<file path="config.mk">
export PLATFORM = sky130hd
export DESIGN_NAME = zeroheti_mtimer
export DESIGN_NICKNAME = d
export VERILOG_FILES = /design/src/rtl/zeroheti_pkg.sv /design/src/rtl/zeroheti_mtimer_presc.sv /design/src/rtl/zeroheti_mtimer.sv
export SDC_FILE = /design/constraint.sdc
export NUM_CORES = 1
export LEC_CHECK = 0
export CAP_MARGIN = 20
export CORE_MARGIN = 2
export CORE_UTILIZATION = 24
export DETAILED_ROUTE_END_ITERATION = 16
export SETUP_SLACK_MARGIN = 0.5
export SLEW_MARGIN = 20
export SYNTH_ARGS = -nofsm -noshare
export SYNTH_HDL_FRONTEND = slang
export SYNTH_SLANG_ARGS = --single-unit
</file>
<file path="constraint.sdc">
create_clock -name clk_i -period 7.05 [get_ports clk_i]
set_input_delay 1.41 -clock clk_i [delete_from_list [all_inputs] [get_ports clk_i]]
set_output_delay 1.41 -clock clk_i [all_outputs]
set_load 0.02 [all_outputs]
</file>
<file path="src/rtl/zeroheti_pkg.sv">
// zeroHETI shared definitions: address map and machine-timer register layout.
package zeroheti_pkg;

    typedef struct packed {
        logic [31:0] base;
        logic [31:0] last;
    } addr_rule_t;

    typedef struct packed {
        addr_rule_t mtimer;
    } addr_map_t;

    localparam addr_rule_t MtimerAddr = '{base: 32'h0000_2100, last: 32'h0000_2114};
    localparam addr_map_t  AddrMap    = '{mtimer: MtimerAddr};

    localparam logic [31:0] MtimeLoOffs    = 32'h00;
    localparam logic [31:0] MtimeHiOffs    = 32'h04;
    localparam logic [31:0] MtimecmpLoOffs = 32'h08;
    localparam logic [31:0] MtimecmpHiOffs = 32'h0C;
    localparam logic [31:0] MtimerCtrlOffs = 32'h10;
    localparam logic [31:0] MtimerWinSize  = 32'h14;

    localparam int unsigned MtimerPrescW = 8;

    typedef struct packed {
        logic [MtimerPrescW-1:0] presc;
        logic                    en;
    } mtimer_ctrl_t;

    // Byte-enable merge of a 32-bit bus write into an existing register word.
    function automatic logic [31:0] be_merge(input logic [31:0] old,
                                             input logic [31:0] wdata,
                                             input logic [3:0]  be);
        logic [31:0] res;
        res = old;
        for (int b = 0; b < 4; b++) begin
            if (be[b]) res[8*b +: 8] = wdata[8*b +: 8];
        end
        return res;
    endfunction

endpackage

</file>
<file path="src/rtl/zeroheti_mtimer_presc.sv">
// Prescaler for the machine timer: emits one tick every PRESC+1 enabled cycles.
module zeroheti_mtimer_presc
    import zeroheti_pkg::*;
#(
    parameter int unsigned PrescW = MtimerPrescW
) (
    input  logic              clk_i,
    input  logic              rst_ni,
    input  logic              en,
    input  logic [PrescW-1:0] presc,
    input  logic              clr,
    output logic              tick
);

    logic [PrescW-1:0] cnt_q;
    logic              hit;

    assign hit = (cnt_q == presc);
    // A CTRL write on this edge restarts the count and swallows any pending tick.
    assign tick = en & hit & ~clr;

    always_ff @(posedge clk_i or negedge rst_ni) begin
        if (!rst_ni) begin
            cnt_q <= '0;
        end else if (clr || !en || hit) begin
            cnt_q <= '0;
        end else begin
            cnt_q <= cnt_q + PrescW'(1);
        end
    end

endmodule

</file>
<file path="src/rtl/zeroheti_mtimer.sv">
// RISC-V machine timer: 64-bit mtime/mtimecmp behind a single-cycle OBI-subset port.
module zeroheti_mtimer
    import zeroheti_pkg::*;
#(
    parameter logic [31:0] BaseAddr = AddrMap.mtimer.base,
    parameter int unsigned PrescW   = MtimerPrescW
) (
    input  logic        clk_i,
    input  logic        rst_ni,
    input  logic        req_i,
    output logic        gnt_o,
    input  logic        we_i,
    input  logic [3:0]  be_i,
    input  logic [31:0] addr_i,
    input  logic [31:0] wdata_i,
    output logic        rvalid_o,
    output logic [31:0] rdata_o,
    output logic        err_o,
    output logic        timer_irq_o
);

    logic [63:0]       mtime_q, mtime_d;
    logic [63:0]       mtimecmp_q, mtimecmp_d;
    logic              en_q, en_d;
    logic [PrescW-1:0] presc_q, presc_d;
    logic [31:0]       offs;
    logic [31:0]       rd_val;
    logic              addr_err;
    logic              wr;
    logic              ctrl_clr;
    logic              tick;
    logic              rvalid_q, err_q, irq_q;
    logic [31:0]       rdata_q;

    assign gnt_o    = req_i;
    assign offs     = addr_i - BaseAddr;
    // Addresses below the base wrap to large offsets and fall into the error range.
    assign addr_err = (offs >= MtimerWinSize) || (addr_i[1:0] != 2'b00);
    assign wr       = req_i & we_i & ~addr_err;
    assign ctrl_clr = wr & (offs == MtimerCtrlOffs) & (|be_i);

    zeroheti_mtimer_presc #(
        .PrescW (PrescW)
    ) i_presc (
        .clk_i  (clk_i),
        .rst_ni (rst_ni),
        .en     (en_q),
        .presc  (presc_q),
        .clr    (ctrl_clr),
        .tick   (tick)
    );

    always_comb begin
        rd_val = '0;
        case (offs)
            MtimeLoOffs:    rd_val = mtime_q[31:0];
            MtimeHiOffs:    rd_val = mtime_q[63:32];
            MtimecmpLoOffs: rd_val = mtimecmp_q[31:0];
            MtimecmpHiOffs: rd_val = mtimecmp_q[63:32];
            MtimerCtrlOffs: begin
                rd_val[0]           = en_q;
                rd_val[8 +: PrescW] = presc_q;
            end
            default: ;
        endcase
    end

    // A write to either mtime half replaces the tick increment for that cycle.
    always_comb begin
        mtime_d    = mtime_q + 64'(tick);
        mtimecmp_d = mtimecmp_q;
        en_d       = en_q;
        presc_d    = presc_q;
        if (wr && (|be_i)) begin
            case (offs)
                MtimeLoOffs:    mtime_d = {mtime_q[63:32], be_merge(mtime_q[31:0], wdata_i, be_i)};
                MtimeHiOffs:    mtime_d = {be_merge(mtime_q[63:32], wdata_i, be_i), mtime_q[31:0]};
                MtimecmpLoOffs: mtimecmp_d = {mtimecmp_q[63:32], be_merge(mtimecmp_q[31:0], wdata_i, be_i)};
                MtimecmpHiOffs: mtimecmp_d = {be_merge(mtimecmp_q[63:32], wdata_i, be_i), mtimecmp_q[31:0]};
                MtimerCtrlOffs: begin
                    if (be_i[0]) en_d = wdata_i[0];
                    for (int i = 0; i < PrescW; i++) begin
                        if (be_i[(8 + i) >> 3]) presc_d[i] = wdata_i[8 + i];
                    end
                end
                default: ;
            endcase
        end
    end

    always_ff @(posedge clk_i or negedge rst_ni) begin
        if (!rst_ni) begin
            mtime_q    <= '0;
            mtimecmp_q <= '1;
            en_q       <= 1'b0;
            presc_q    <= '0;
            irq_q      <= 1'b0;
            rvalid_q   <= 1'b0;
            err_q      <= 1'b0;
            rdata_q    <= '0;
        end else begin
            mtime_q    <= mtime_d;
            mtimecmp_q <= mtimecmp_d;
            en_q       <= en_d;
            presc_q    <= presc_d;
            irq_q      <= (mtime_d >= mtimecmp_d);
            rvalid_q   <= req_i;
            err_q      <= req_i & addr_err;
            rdata_q    <= (req_i & ~we_i & ~addr_err) ? rd_val : '0;
        end
    end

    assign rvalid_o    = rvalid_q;
    assign err_o       = err_q;
    assign rdata_o     = rdata_q;
    assign timer_irq_o = irq_q;

endmodule

</file>
== Yosys cells after proc, flatten, opt, wreduce, memory -nomap -nowiden ==
Cells that the tools add are included.

* Flip-flop bits (word level): 180
* Output and inout bits: 36

* $add $sub $neg: 3
* Magnitude comparators: 2
* Equality and inequality tests: 5
* Mux-type cells: 26
* Bitwise operators: 12
* Reduce and logical (&&, ||, !) cells: 10

{| class="wikitable"
|+ Operators by type and width
! kind !! number
|-
| 64-bit one-hot mux with 2 select lines || 2
|-
| 8-bit 2-to-1 mux || 17
|-
| 64-bit 2-to-1 mux || 2
|-
| 64-bit by 1-bit adder with 64-bit output || 1
|-
| 32-bit by 4-bit equality test with 1-bit output, second input constant || 2
|-
| 64-bit greater-or-equal comparator || 1
|-
| 16-bit one-hot mux with 4 select lines || 1
|-
| 8-bit one-hot mux with 5 select lines || 1
|-
| 32-bit by 3-bit equality test with 1-bit output, second input constant || 1
|-
| 32-bit by 5-bit equality test with 1-bit output, second input constant || 1
|-
| 32-bit by 5-bit greater-or-equal comparator with 1-bit output, second input constant || 1
|-
| 32-bit zero test || 1
|-
| 32-bit 2-to-1 mux || 1
|-
| 32-bit by 14-bit subtractor with 32-bit output, second input constant || 1
|-
| 7-bit one-hot mux with 4 select lines || 1
|-
| 1-bit bitwise AND || 9
|-
| 8-bit by 1-bit adder with 8-bit output, second input constant || 1
|-
| 8-bit equality test || 1
|-
| 3-bit AND reduction || 2
|-
| 1-bit one-hot mux with 5 select lines || 1
|-
| 4-bit OR reduction || 1
|-
| 1-bit logical OR || 3
|-
| 1-bit inverter || 3
|-
| 2-bit nonzero test || 1
|-
| 2 further kinds || 2
|}

== Longest topological paths before layout ==
Gate-level depths: netlist (run 1).

* Depth in word-level cells: 13
* Depth in mapped cells: 27
* Depth with buffers taken out: 26

== Hierarchy ==
A second synthesis (run 1) with hierarchy kept.

* Cells, all modules: 1,253
* Area total of the unflattened synthesis: 11,688.7 sq um

{| class="wikitable"
|+ Modules (own cells, without submodules)
! module !! instances !! cells an instance !! area an instance (sq um) !! sequential area each (sq um)
|-
| zeroheti_mtimer || 1 || 1,207 || 11,230.8 || 4,384.2
|-
| zeroheti_mtimer_presc || 1 || 46 || 457.9 || 200.2
|}

== Worst setup path after synthesis (run 1) ==
Ideal clock, no wire load.

* Kind: input-to-reg
* Start: input port addr_i[12]
* End: register irq_q (netlist: timer_irq_o)
* Library setup time: 0.136 ns
* Arrival time: 6.797 ns
* Required time: 6.914 ns
* Slack: 0.117 ns
* Cell stages on the path: 26
* Path buffers: 1
* Cell sequence: or4_4 > buf_6 > o21a_1 > or4_1 > nand2_1 > nor4_1 > a21boi_0 > nor2b_1 > ha_1 > ha_1 > nand4_1 > nor4_1 > nand4_1 > nor2_1 > nand2_1 > o21ai_0 > a21boi_0 > a211o_1 > ha_1 > a21o_1 > a21o_1 > a21oi_1 > o21ai_0 > a21o_1 > a221oi_1 > o21ai_0

* Cells in the longest elaborated chain, start to end: 13
* Elaborated cells between the ends (all ways): 21
* Classes of those cells: add/sub: 2; order compare: 2; eq/ne: 4; mux: 4; bitwise: 6; reduce/logical: 3

{| class="wikitable"
|+ Ends and longest elaborated chain
! item !! line !! RTL
|-
| start, declared || zeroheti_mtimer.sv:14 || <nowiki>input logic [31:0] addr_i,</nowiki>
|-
| 32-bit by 14-bit subtractor with 32-bit output (*) || zeroheti_mtimer.sv:36 || <nowiki>assign offs = addr_i - BaseAddr;</nowiki>
|-
| 32-bit by 5-bit greater-or-equal comparator with 1-bit output || zeroheti_mtimer.sv:38 || <nowiki>assign addr_err = (offs >= MtimerWinSize) || (addr_i[1:0] != 2'b00);</nowiki>
|-
| 1-bit logical OR || zeroheti_mtimer.sv:38 ||
|-
| 1-bit inverter || zeroheti_mtimer.sv:39 || <nowiki>assign wr = req_i & we_i & ~addr_err;</nowiki>
|-
| 1-bit bitwise AND || zeroheti_mtimer.sv:39 ||
|-
| 1-bit bitwise AND (2 in series) || zeroheti_mtimer.sv:40 || <nowiki>assign ctrl_clr = wr & (offs == MtimerCtrlOffs) & (|be_i);</nowiki>
|-
| 1-bit inverter || zeroheti_mtimer_presc.sv:20 || <nowiki>assign tick = en & hit & ~clr;</nowiki>
|-
| 1-bit bitwise AND || zeroheti_mtimer_presc.sv:20 ||
|-
| 64-bit by 1-bit adder with 64-bit output || zeroheti_mtimer.sv:70 || <nowiki>mtime_d = mtime_q + 64'(tick);</nowiki>
|-
| 64-bit one-hot mux with 2 select lines || zeroheti_mtimer.sv:75 || <nowiki>case (offs)</nowiki>
|-
| 64-bit 2-to-1 mux (*) || zeroheti_mtimer.sv:74 || <nowiki>if (wr && (|be_i)) begin</nowiki>
|-
| net mtime_d[56] || zeroheti_mtimer.sv:22 || <nowiki>logic [63:0] mtime_q, mtime_d;</nowiki>
|-
| 64-bit greater-or-equal comparator (*) || zeroheti_mtimer.sv:106 || <nowiki>irq_q <= (mtime_d >= mtimecmp_d);</nowiki>
|-
| end signal, assigned || zeroheti_mtimer.sv:106 ||
|-
| end, declared || zeroheti_mtimer.sv:32 || <nowiki>logic rvalid_q, err_q, irq_q;</nowiki>
|}

Mark *: on every way through the listed nets, which the timed path passes. The rest lies on a longest branch.
A chain may end at the register's enable or synchronous reset.

== Worst setup path after layout (run 1) ==
* Start: input port addr_i[1]
* End: register irq_q (netlist: timer_irq_o)

* Cells in the longest elaborated chain, start to end: 13
* Elaborated cells between the ends (all ways): 22
* Classes of those cells: add/sub: 2; order compare: 2; eq/ne: 4; mux: 4; bitwise: 6; reduce/logical: 4

{| class="wikitable"
|+ Ends and longest elaborated chain
! item !! line
|-
| 32-bit by 14-bit subtractor with 32-bit output || zeroheti_mtimer.sv:36
|-
| 32-bit by 5-bit greater-or-equal comparator with 1-bit output || zeroheti_mtimer.sv:38
|-
| 1-bit logical OR || zeroheti_mtimer.sv:38
|-
| 1-bit inverter || zeroheti_mtimer.sv:39
|-
| 1-bit bitwise AND || zeroheti_mtimer.sv:39
|-
| 1-bit bitwise AND (2 in series) || zeroheti_mtimer.sv:40
|-
| 1-bit inverter || zeroheti_mtimer_presc.sv:20
|-
| 1-bit bitwise AND || zeroheti_mtimer_presc.sv:20
|-
| 64-bit by 1-bit adder with 64-bit output || zeroheti_mtimer.sv:70
|-
| 64-bit one-hot mux with 2 select lines || zeroheti_mtimer.sv:75
|-
| 64-bit 2-to-1 mux (*) || zeroheti_mtimer.sv:74
|-
| net mtime_d[17] || zeroheti_mtimer.sv:22
|-
| 64-bit greater-or-equal comparator (*) || zeroheti_mtimer.sv:106
|}

Marks and branches as above.

==> results of run 1 <==
## final timing paths
| kind | slack (ps) | to | cells after the start |
|---|---|---|---|
| setup reg to reg | 2310 | timer_irq_o | 24 |
| hold reg to reg | 530 | mtimecmp_q[52] | 1 |
| setup / recovery | 600 | timer_irq_o | 25 |
| max in group asynchronous | 4790 | rdata_o[30] | 2 |
| hold / removal | 530 | mtimecmp_q[52] | 1 |
| min in group asynchronous | 940 | i_presc.cnt_q[0] | 1 |
## layout make-up
| class | instances | area [um^2] |
|---|---|---|
| multi-input cells | 895 | 6940 |
| repair buffers | 254 | 2240 |
| fillers | 4788 | 31400 |
| clock inverters | 13 | 138 |
| clock buffers | 19 | 453 |
| flip-flops and latches | 180 | 4580 |
| inverters | 43 | 161 |
| well taps | 607 | 759 |
## registers in the layout, indices dropped and copies added, names as in the netlist
signal / count
en_q: 1
rdata_o: 32
presc_q: 8
timer_irq_o: 1
mtime_q: 64
rvalid_o: 1
i_presc.cnt_q: 8
mtimecmp_q: 64
err_o: 1
## power by group through the flow
stage               clock [mW]  sequential (mW)  combinational [mW]
finish                   0.968             1.04               0.136
global placement             0             1.05               0.132
CTS                      0.997             1.04               0.134
detailed placement           0             1.05               0.132
global route              1.04             1.04               0.148
floorplan                    0             1.05              0.0256
## kinds of logic after synthesis
kind of cell               synth area share [%]
AOI/OAI and AO/OA                          18.7
xor gates and xnor gates                   1.23
adders and majority gates                  7.37
buffers and inverters                      3.80
DFF                                        40.3
muxes                                      10.8
and+or+nand+nor                            17.9
## per-stage QoR
| stage | hold slack [ps] | utilization [%] | setup WS, ps |
|---|---|---|---|
| floorplan | 494 | - | 504 |
| finish | 527 | 32.7 | 603 |
| CTS | 527 | 31.7 | 527 |
| detailed placement | 515 | 29.9 | -659 |
| global placement | 509 | 29.9 | -584 |
| global route | 541 | 32.7 | 476 |
## synth_stat cells (15+ instances only)
cell type	instances	share of area, %
sky130_fd_sc_hd__a21oi_2	20	1.5
sky130_fd_sc_hd__a21oi_1	56	2.5
sky130_fd_sc_hd__nor2_1	62	2.0
sky130_fd_sc_hd__and3_1	26	1.4
sky130_fd_sc_hd__o21ai_0	63	2.8
sky130_fd_sc_hd__a21o_1	15	0.99
sky130_fd_sc_hd__mux2i_1	36	3.2
sky130_fd_sc_hd__mux2_2	77	7.6
sky130_fd_sc_hd__ha_1	67	7.4
sky130_fd_sc_hd__nor4_1	18	0.99
sky130_fd_sc_hd__inv_1	43	1.4
sky130_fd_sc_hd__clkbuf_1	40	1.3
sky130_fd_sc_hd__nand4_1	34	1.9
sky130_fd_sc_hd__nor3_1	23	1.0
sky130_fd_sc_hd__nand2_1	93	3.1
sky130_fd_sc_hd__dfstp_2	64	15
sky130_fd_sc_hd__a22oi_1	50	3.3
sky130_fd_sc_hd__dfrtp_1	116	26
sky130_fd_sc_hd__nand3_1	63	2.8
## critical path, cell delays in order
cell and delay, ps:
sky130_fd_sc_hd__clkdlybuf4s50_1 400, sky130_fd_sc_hd__or4_4 540, sky130_fd_sc_hd__nor4_4 310, sky130_fd_sc_hd__nand4bb_1 170, sky130_fd_sc_hd__a2111o_1 420, sky130_fd_sc_hd__nor4_4 360
sky130_fd_sc_hd__a21boi_2 110, sky130_fd_sc_hd__nor2b_4 150, sky130_fd_sc_hd__ha_4 180, sky130_fd_sc_hd__buf_6 120, sky130_fd_sc_hd__nand3_4 90, sky130_fd_sc_hd__nor4_4 70
sky130_fd_sc_hd__and4_1 240, sky130_fd_sc_hd__and3_4 190, sky130_fd_sc_hd__or2_2 280, sky130_fd_sc_hd__a21oi_2 140, sky130_fd_sc_hd__nor2_1 80, sky130_fd_sc_hd__ha_1 320
sky130_fd_sc_hd__a211oi_2 170, sky130_fd_sc_hd__o21ai_1 90, sky130_fd_sc_hd__o211ai_1 110, sky130_fd_sc_hd__a21oi_2 110, sky130_fd_sc_hd__or4_4 520, sky130_fd_sc_hd__a21oi_2 130
sky130_fd_sc_hd__o21ai_1 70
## repair_timing
action	4_1_cts	5_1_grt
resized for setup	60	86
setup endpoints to repair	1	1
pin swaps	35	68
gates cloned	0	0
setup buffers	9	14
## metal layers
layer  share of wire (%)  wire, um  up-vias
li1                    -         -     4889
met1                  46     17900     5236
met3                 4.9      1910       48
met4                 2.2       845        0
met5                   0         0        -
met2                  47     18200      295
==> flow_results.org, run 1 <==
** Place
- Weighted congestion reported at the end of routability-driven placement :: 0.908
- Placed Cells incl. Taps :: 1,956
- In this run the cell area measured after placement is 14,000 um^2.
- After legalization and detailed placement, the total HPWL measured 29,300 um.
- Port buffering added 107 buffers.

** STA
- Setup repair after global routing left no endpoint under its margin.
- In this run the tightest slew margin relative to its limit is 36.6%.
- Post-Route Setup TNS :: 0 ps
- The final number of max-transition violations is 0.
- Maximum clock frequency :: 155 MHz
- For the final database, setup skew stands at 11.0 ps.
- The final critical path takes up 91.4% of the cycle.
- Final Setup Violations :: 0
- The count of final hold-check violations came to 0.
- Worst-Margin Slew :: 948 ps
- Tmin final :: 6450 ps

** Power and ir drop
- Net switching component of the power :: 0.557 mW
- Part of the total power dissipated in the clock network :: 45.2%
- Combinational logic burns 6.3% of the power.
- The internal power of the cells totals 1.58 mW.
- Peak ir drop on the vdd network :: 0.158 mV
- Net switching is 26.0% of the power.
- Leak pwr :: 6.74 nW
- Sequential share of power :: 48.4%
- Overall power consumption after layout is estimated at 2.14 mW.
- Dividing total power by cell area gives a power density of 140 nW/um^2.

** Setup path
- Of all nets on the critical path, the largest fanout is 5.
- Data required time of the critical path :: 7380 ps
- Kind of end point of the critical path :: register
- The worst setup path is launched from an input port.
- In this run the critical register-to-register path is launched from presc_q[4].
- Setup Crit Path Kind :: input port to register
- Critical path origin :: addr_i[1]
- STA puts the critical path data arrival time at 6780 ps.

** Outcome
- Violated checks :: DRC
- The run finished, with violations left.

** Yosys
- Number of warnings issued by yosys :: 0
- Cell count after synthesis :: 1,180
- Flop and latch count out of synthesis :: 180
- Netlist Area Pre-Place :: 11,400 um^2
- Post-Synthesis Mean Instance Area :: 9.65 um^2
- Yosys cell types :: 66
- Portion of the post-synthesis area used by sequential elements :: 40.3%
- Syn Nets :: 1,319
- After synthesis, the share of flip-flops with an asynchronous set or reset is 100%.
- The most used flip-flop cell after synthesis is sky130_fd_sc_hd__dfrtp_1.
- Counting flops with a built-in enable in the synthesized netlist gives 0.

** Job
- Across the run, the number of max-cap violations was 0.

** Floorplanning
- From bottom edge to top edge, the die measures 222 um.
- Initial standard-cell utilization of the core :: 24.4%
- 108 I/O pins were placed.
- The die covers 49,200 um^2.
- The die is 222 um wide.
- The core region is 46,700 um^2.
- Number of standard-cell rows in the floorplan :: 79

** Clock network
- Clock-pin slew was measured on the worst setup and hold paths at 80 ps.
- Clock tree synthesis inserted a total of 17 buffers.
- TritonCTS built the clock tree.
- For this design, the sink count on the clock tree is 180.
- Counting along the longest clock path gives a buffer depth of 2.
- Clk_lat worst skew :: 450 ps
- In this run the number of H-tree levels came out at 4.
- In this run the clock root is driven by a sky130_fd_sc_hd__clkbuf_16.
- In this run, post-CTS hold repair placed 0 buffers.

** Detailed routing
- Detailed routing inserted a total of 10,500 vias.
- First DRT Iteration DRCs :: 796
- After detailed routing, the number of vias per cell comes to 5.21.
- Dividing the detail-routed wire length by the instance count gives 19.3 um.
- Antenna viol nets, final :: 0
- First-pass detailed-route iteration total :: 11
- Aggregate routed wire length :: 38,800 um
- For this run, design rule violations remaining after detail routing come to 4.

** Finish
- Share of final-layout standard cells stronger than drive strength 1 :: 30.6%
- The library cells used most frequently in the layout, excluding fill and tap cells, are sky130_fd_sc_hd__buf_4, sky130_fd_sc_hd__dfrtp_1, sky130_fd_sc_hd__clkdlybuf4s50_1, sky130_fd_sc_hd__nand2_1, sky130_fd_sc_hd__mux2_2.
- Final Cell Area :: 15,300 um^2
- Compared with the post-synthesis result, the final layout area differs by 34.2%.
- Ant diodes :: 0
- Layout Nets :: 1,530
- Excluding fillers, the count of instances in the completed layout stands at 2,011.
- Commonest non-fill, non-tap cell in the layout :: sky130_fd_sc_hd__buf_4

** GRT
- Met1 track utilization from global routing :: 21.3%
- The initial antenna violation count was 0.
- Via count of the first global-routing pass :: 10,500
- Summed over all layers, the global routing overflow is 0.
- For met3 alone, demand over resource in global routing was 2.65%.
- The first global-routing pass estimated 60,900 um of wire.
- GRT Overall Usage :: 15.7%
- Entering global routing, the biggest net connects 68 pins.
- Global routing used 25.7% of the available met2 tracks.
- After global routing, the most crowded layer is met2.

** Hold path
- HP Start :: mtimecmp_q[52]
- Hold Path Class :: register to register
No activity file was read; power rests on OpenSTA's default activity.
==> run 2, diff against run 1 <==
--- a/config.mk
+++ b/config.mk
@@ -8,6 +8,7 @@
 export CAP_MARGIN = 20
 export CORE_MARGIN = 2
 export CORE_UTILIZATION = 24
+export CTS_BUF_LIST = sky130_fd_sc_hd__clkbuf_2 sky130_fd_sc_hd__clkbuf_4 sky130_fd_sc_hd__clkbuf_8
 export DETAILED_ROUTE_END_ITERATION = 16
 export SETUP_SLACK_MARGIN = 0.5
 export SLEW_MARGIN = 20
==> run 2 against run 1 <==
Effect of this change: the run still ends with DRC left; largest power group unchanged; first-iteration DRC count down 4.0%; largest cell class unchanged; clock skew up 6.7 ps; register-to-register slack about the same.
==> flow_results.org, run 2 (synthesized netlist as in run 1, its figures left out) <==
** GRT
- Largest net degree at the start of global routing :: 68
- Global-route wire length before repair :: 60,600 um
- Initial antenna violation count :: 0
- Via count of the first global-routing pass :: 10,500
- Remaining Overflow, GRT :: 0
- GRT Overall Usage :: 15.6%

** Detailed routing
- First DRT Iteration DRCs :: 764
- The detail route stage leaves a number of antenna-violating nets equal to 0.
- Number of vias per cell after detailed routing :: 5.21
- Summing over every cut layer, the via total after detailed routing is 10,500.
- First-pass detailed-route iteration total :: 11
- Post-detailed-route DRC marker count :: 4
- Routed len/inst :: 19.3 um
- The final layout contains routed wiring with a total length of 38,700 um.

** Floorplanning
- During I/O placement, the number of pins put on the boundary was 108.
- Overall die area :: 49,200 um^2
- Number of standard-cell rows in the floorplan :: 79
- The die is 222 um tall.
- The initial utilization of the core area, before any placement, comes to 24.4%.
- The floorplan step set the die width to 222 um.
- Std-Cell Core Area :: 46,700 um^2

** Outcome
- Outcome :: finished, violations left
- Violated checks :: DRC

** Finish
- The repair_antennas step left the layout with diodes totalling 0.
- Layout Nets :: 1,528
- Most frequent cells in the layout :: sky130_fd_sc_hd__buf_4, sky130_fd_sc_hd__dfrtp_1, sky130_fd_sc_hd__clkdlybuf4s50_1, sky130_fd_sc_hd__nand2_1, sky130_fd_sc_hd__mux2_2
- After filler insertion, the fill cell instance count of the layout stands at 4,836.
- Compared with the post-synthesis result, the final layout area differs by 31.8%.
- Leaving out fill and tap cells, the most frequent cell in the layout is sky130_fd_sc_hd__buf_4.
- The post-route netlist has 29.8% of its cells at a drive strength greater than 1.

** Clock network
- Clk_lat worst skew :: 500 ps
- Depth of the CTS H-tree :: 4
- Clock tree synthesis selected as its root buffer the cell sky130_fd_sc_hd__clkbuf_8.
- For this design, the sink count on the clock tree is 180.
- In this run, CTS created clock tree buffers numbering 17.
- Clock-pin slew was measured on the worst setup and hold paths at 110 ps.
- TritonCTS built the clock tree.
- CTS Buffer Depth :: 2

** Setup path
- Setup Crit Path Kind :: input port to register
- In this design, the stage delay of the slowest critical-path cell is 510 ps.
- The worst setup path is captured at a register.
- By instance count, the cell type seen most on the critical path is sky130_fd_sc_hd__buf_6.
- Crit start category :: input port
- On the critical path, the stage with the largest delay is an instance of sky130_fd_sc_hd__or4_4.
- Crit Path Max Fanout :: 5
- STA puts the critical path data required time at 7490 ps.
- Data arrives at the worst endpoint at 6910 ps.

** STA
- Final count of pins violating max slew :: 0
- RSZ-0062 raised after global routing :: false
- The count of final hold-check violations came to 0.
- The final critical path takes up 91.8% of the cycle.
- Final Setup Violations :: 0
- On the final layout, the worst clock skew is 17.7 ps.
- Maximum clock frequency :: 155 MHz
- Tmin final :: 6470 ps
- For the pin with the worst max-slew slack, the measured transition is 943 ps.
- The worst pin sits at a relative slew slack of 36.9%.
- Minimum setup slack in the final design :: 582 ps

** Power and ir drop
- The worst-case IR drop observed on VDD is 0.115 mV.
- Total Power :: 1.90 mW
- Leak pwr :: 6.63 nW
- For this design the ratio of total power to cell area is 127 nW/um^2.

** Place
- Number of buffers inserted by port buffering :: 107
- Placement Setup Slack :: -659 ps
- Once detailed placement completed, the half-perimeter wirelength came to 29,300 um.
- Routability-driven placement finished with a final weighted congestion of 0.908.

** Job
- The tool flagged a number of max-cap violations equal to 0.

** Hold path
- The path class of the tightest hold or removal check is register to register.
-- run 2: cell types whose count changed in the layout (fill, tap and decap cells not counted), moves of 3 or more --
| cell | before | now |
|---|---|---|
| sky130_fd_sc_hd__clkdlybuf4s50_1 | 94 | 97 |
| sky130_fd_sc_hd__clkbuf_8 | 3 | 20 |
| sky130_fd_sc_hd__clkbuf_16 | 17 | 0 |
| sky130_fd_sc_hd__nand3_2 | 7 | 4 |
| sky130_fd_sc_hd__nand3_1 | 54 | 57 |
-- run 2: metal layers --
metal | global-route usage, % | share of wire, % | wire, um | up-vias
met5 | 0 | 0 | 0 | -
met4 | 4.14 | 1.9 | 743 | 0
met3 | 2.65 | 4.4 | 1720 | 36
met2 | 25.5 | 47 | 18200 | 262
met1 | 21.3 | 47 | 18100 | 5280
li1 | - | - | - | 4881
-- run 2: per-stage QoR --
stage	TNS [ps]	utilization (%)	std cells	hold WS, ps	cell area (um^2)
after floorplan	0	-	1180	494	11400
after global placement	-584	29.9	1956	509	14000
after detailed placement	-659	29.9	1956	515	14000
after CTS	0	31.3	1997	532	14600
after global routing	0	32.2	2009	547	15000
final	0	32.2	2009	530	15000
-- run 2: worst max-delay path: cells and delay by family --
| kind | cells | cell delay [ps] |
|---|---|---|
| and+or+nand+nor | 13 | 2800 |
| buffers and inverters | 7 | 1180 |
| AOI/OAI and AO/OA | 6 | 1040 |
| adders and majority gates | 2 | 470 |
-- run 2: final timing paths --
| check | from | endpoint | slack [ps] | cells after the start |
|---|---|---|---|---|
| hold / removal | mtimecmp_q[52] | mtimecmp_q[52] | 530 | 1 |
| setup / recovery | addr_i[10] | timer_irq_o | 580 | 28 |
| min in group asynchronous | rst_ni | i_presc.cnt_q[5] | 890 | 1 |
| hold reg to reg | mtimecmp_q[52] | mtimecmp_q[52] | 530 | 1 |
| max in group asynchronous | rst_ni | mtime_q[63] | 4860 | 2 |
| setup reg to reg | i_presc.cnt_q[3] | timer_irq_o | 2310 | 24 |
-- run 2: repair_timing --
item | CTS | global route
gates resized for setup | 55 | 76
setup endpoints to repair | 1 | 1
hold buffers | 0 | 0
setup buffers | 9 | 12
pin swaps | 35 | 52
cloned | 0 | 0
-- run 2: cell type report --
type	instances	area, um^2	area share, %
clock buffer	19	262	1.74
clock inverter	13	138	0.917
inverter	43	161	1.08
multi-input combinational	895	6880	45.8
sequential	180	4580	30.6
tap	607	759	5.06
timing repair buffer	252	2220	14.8
-- run 2: power breakdown --
group	internal (mW)	total, mW	switching [mW]
sequential	1.03	1.04	0.000823
combinational	0.0578	0.136	0.0785
clock	0.282	0.728	0.446
total	1.37	1.90	0.526
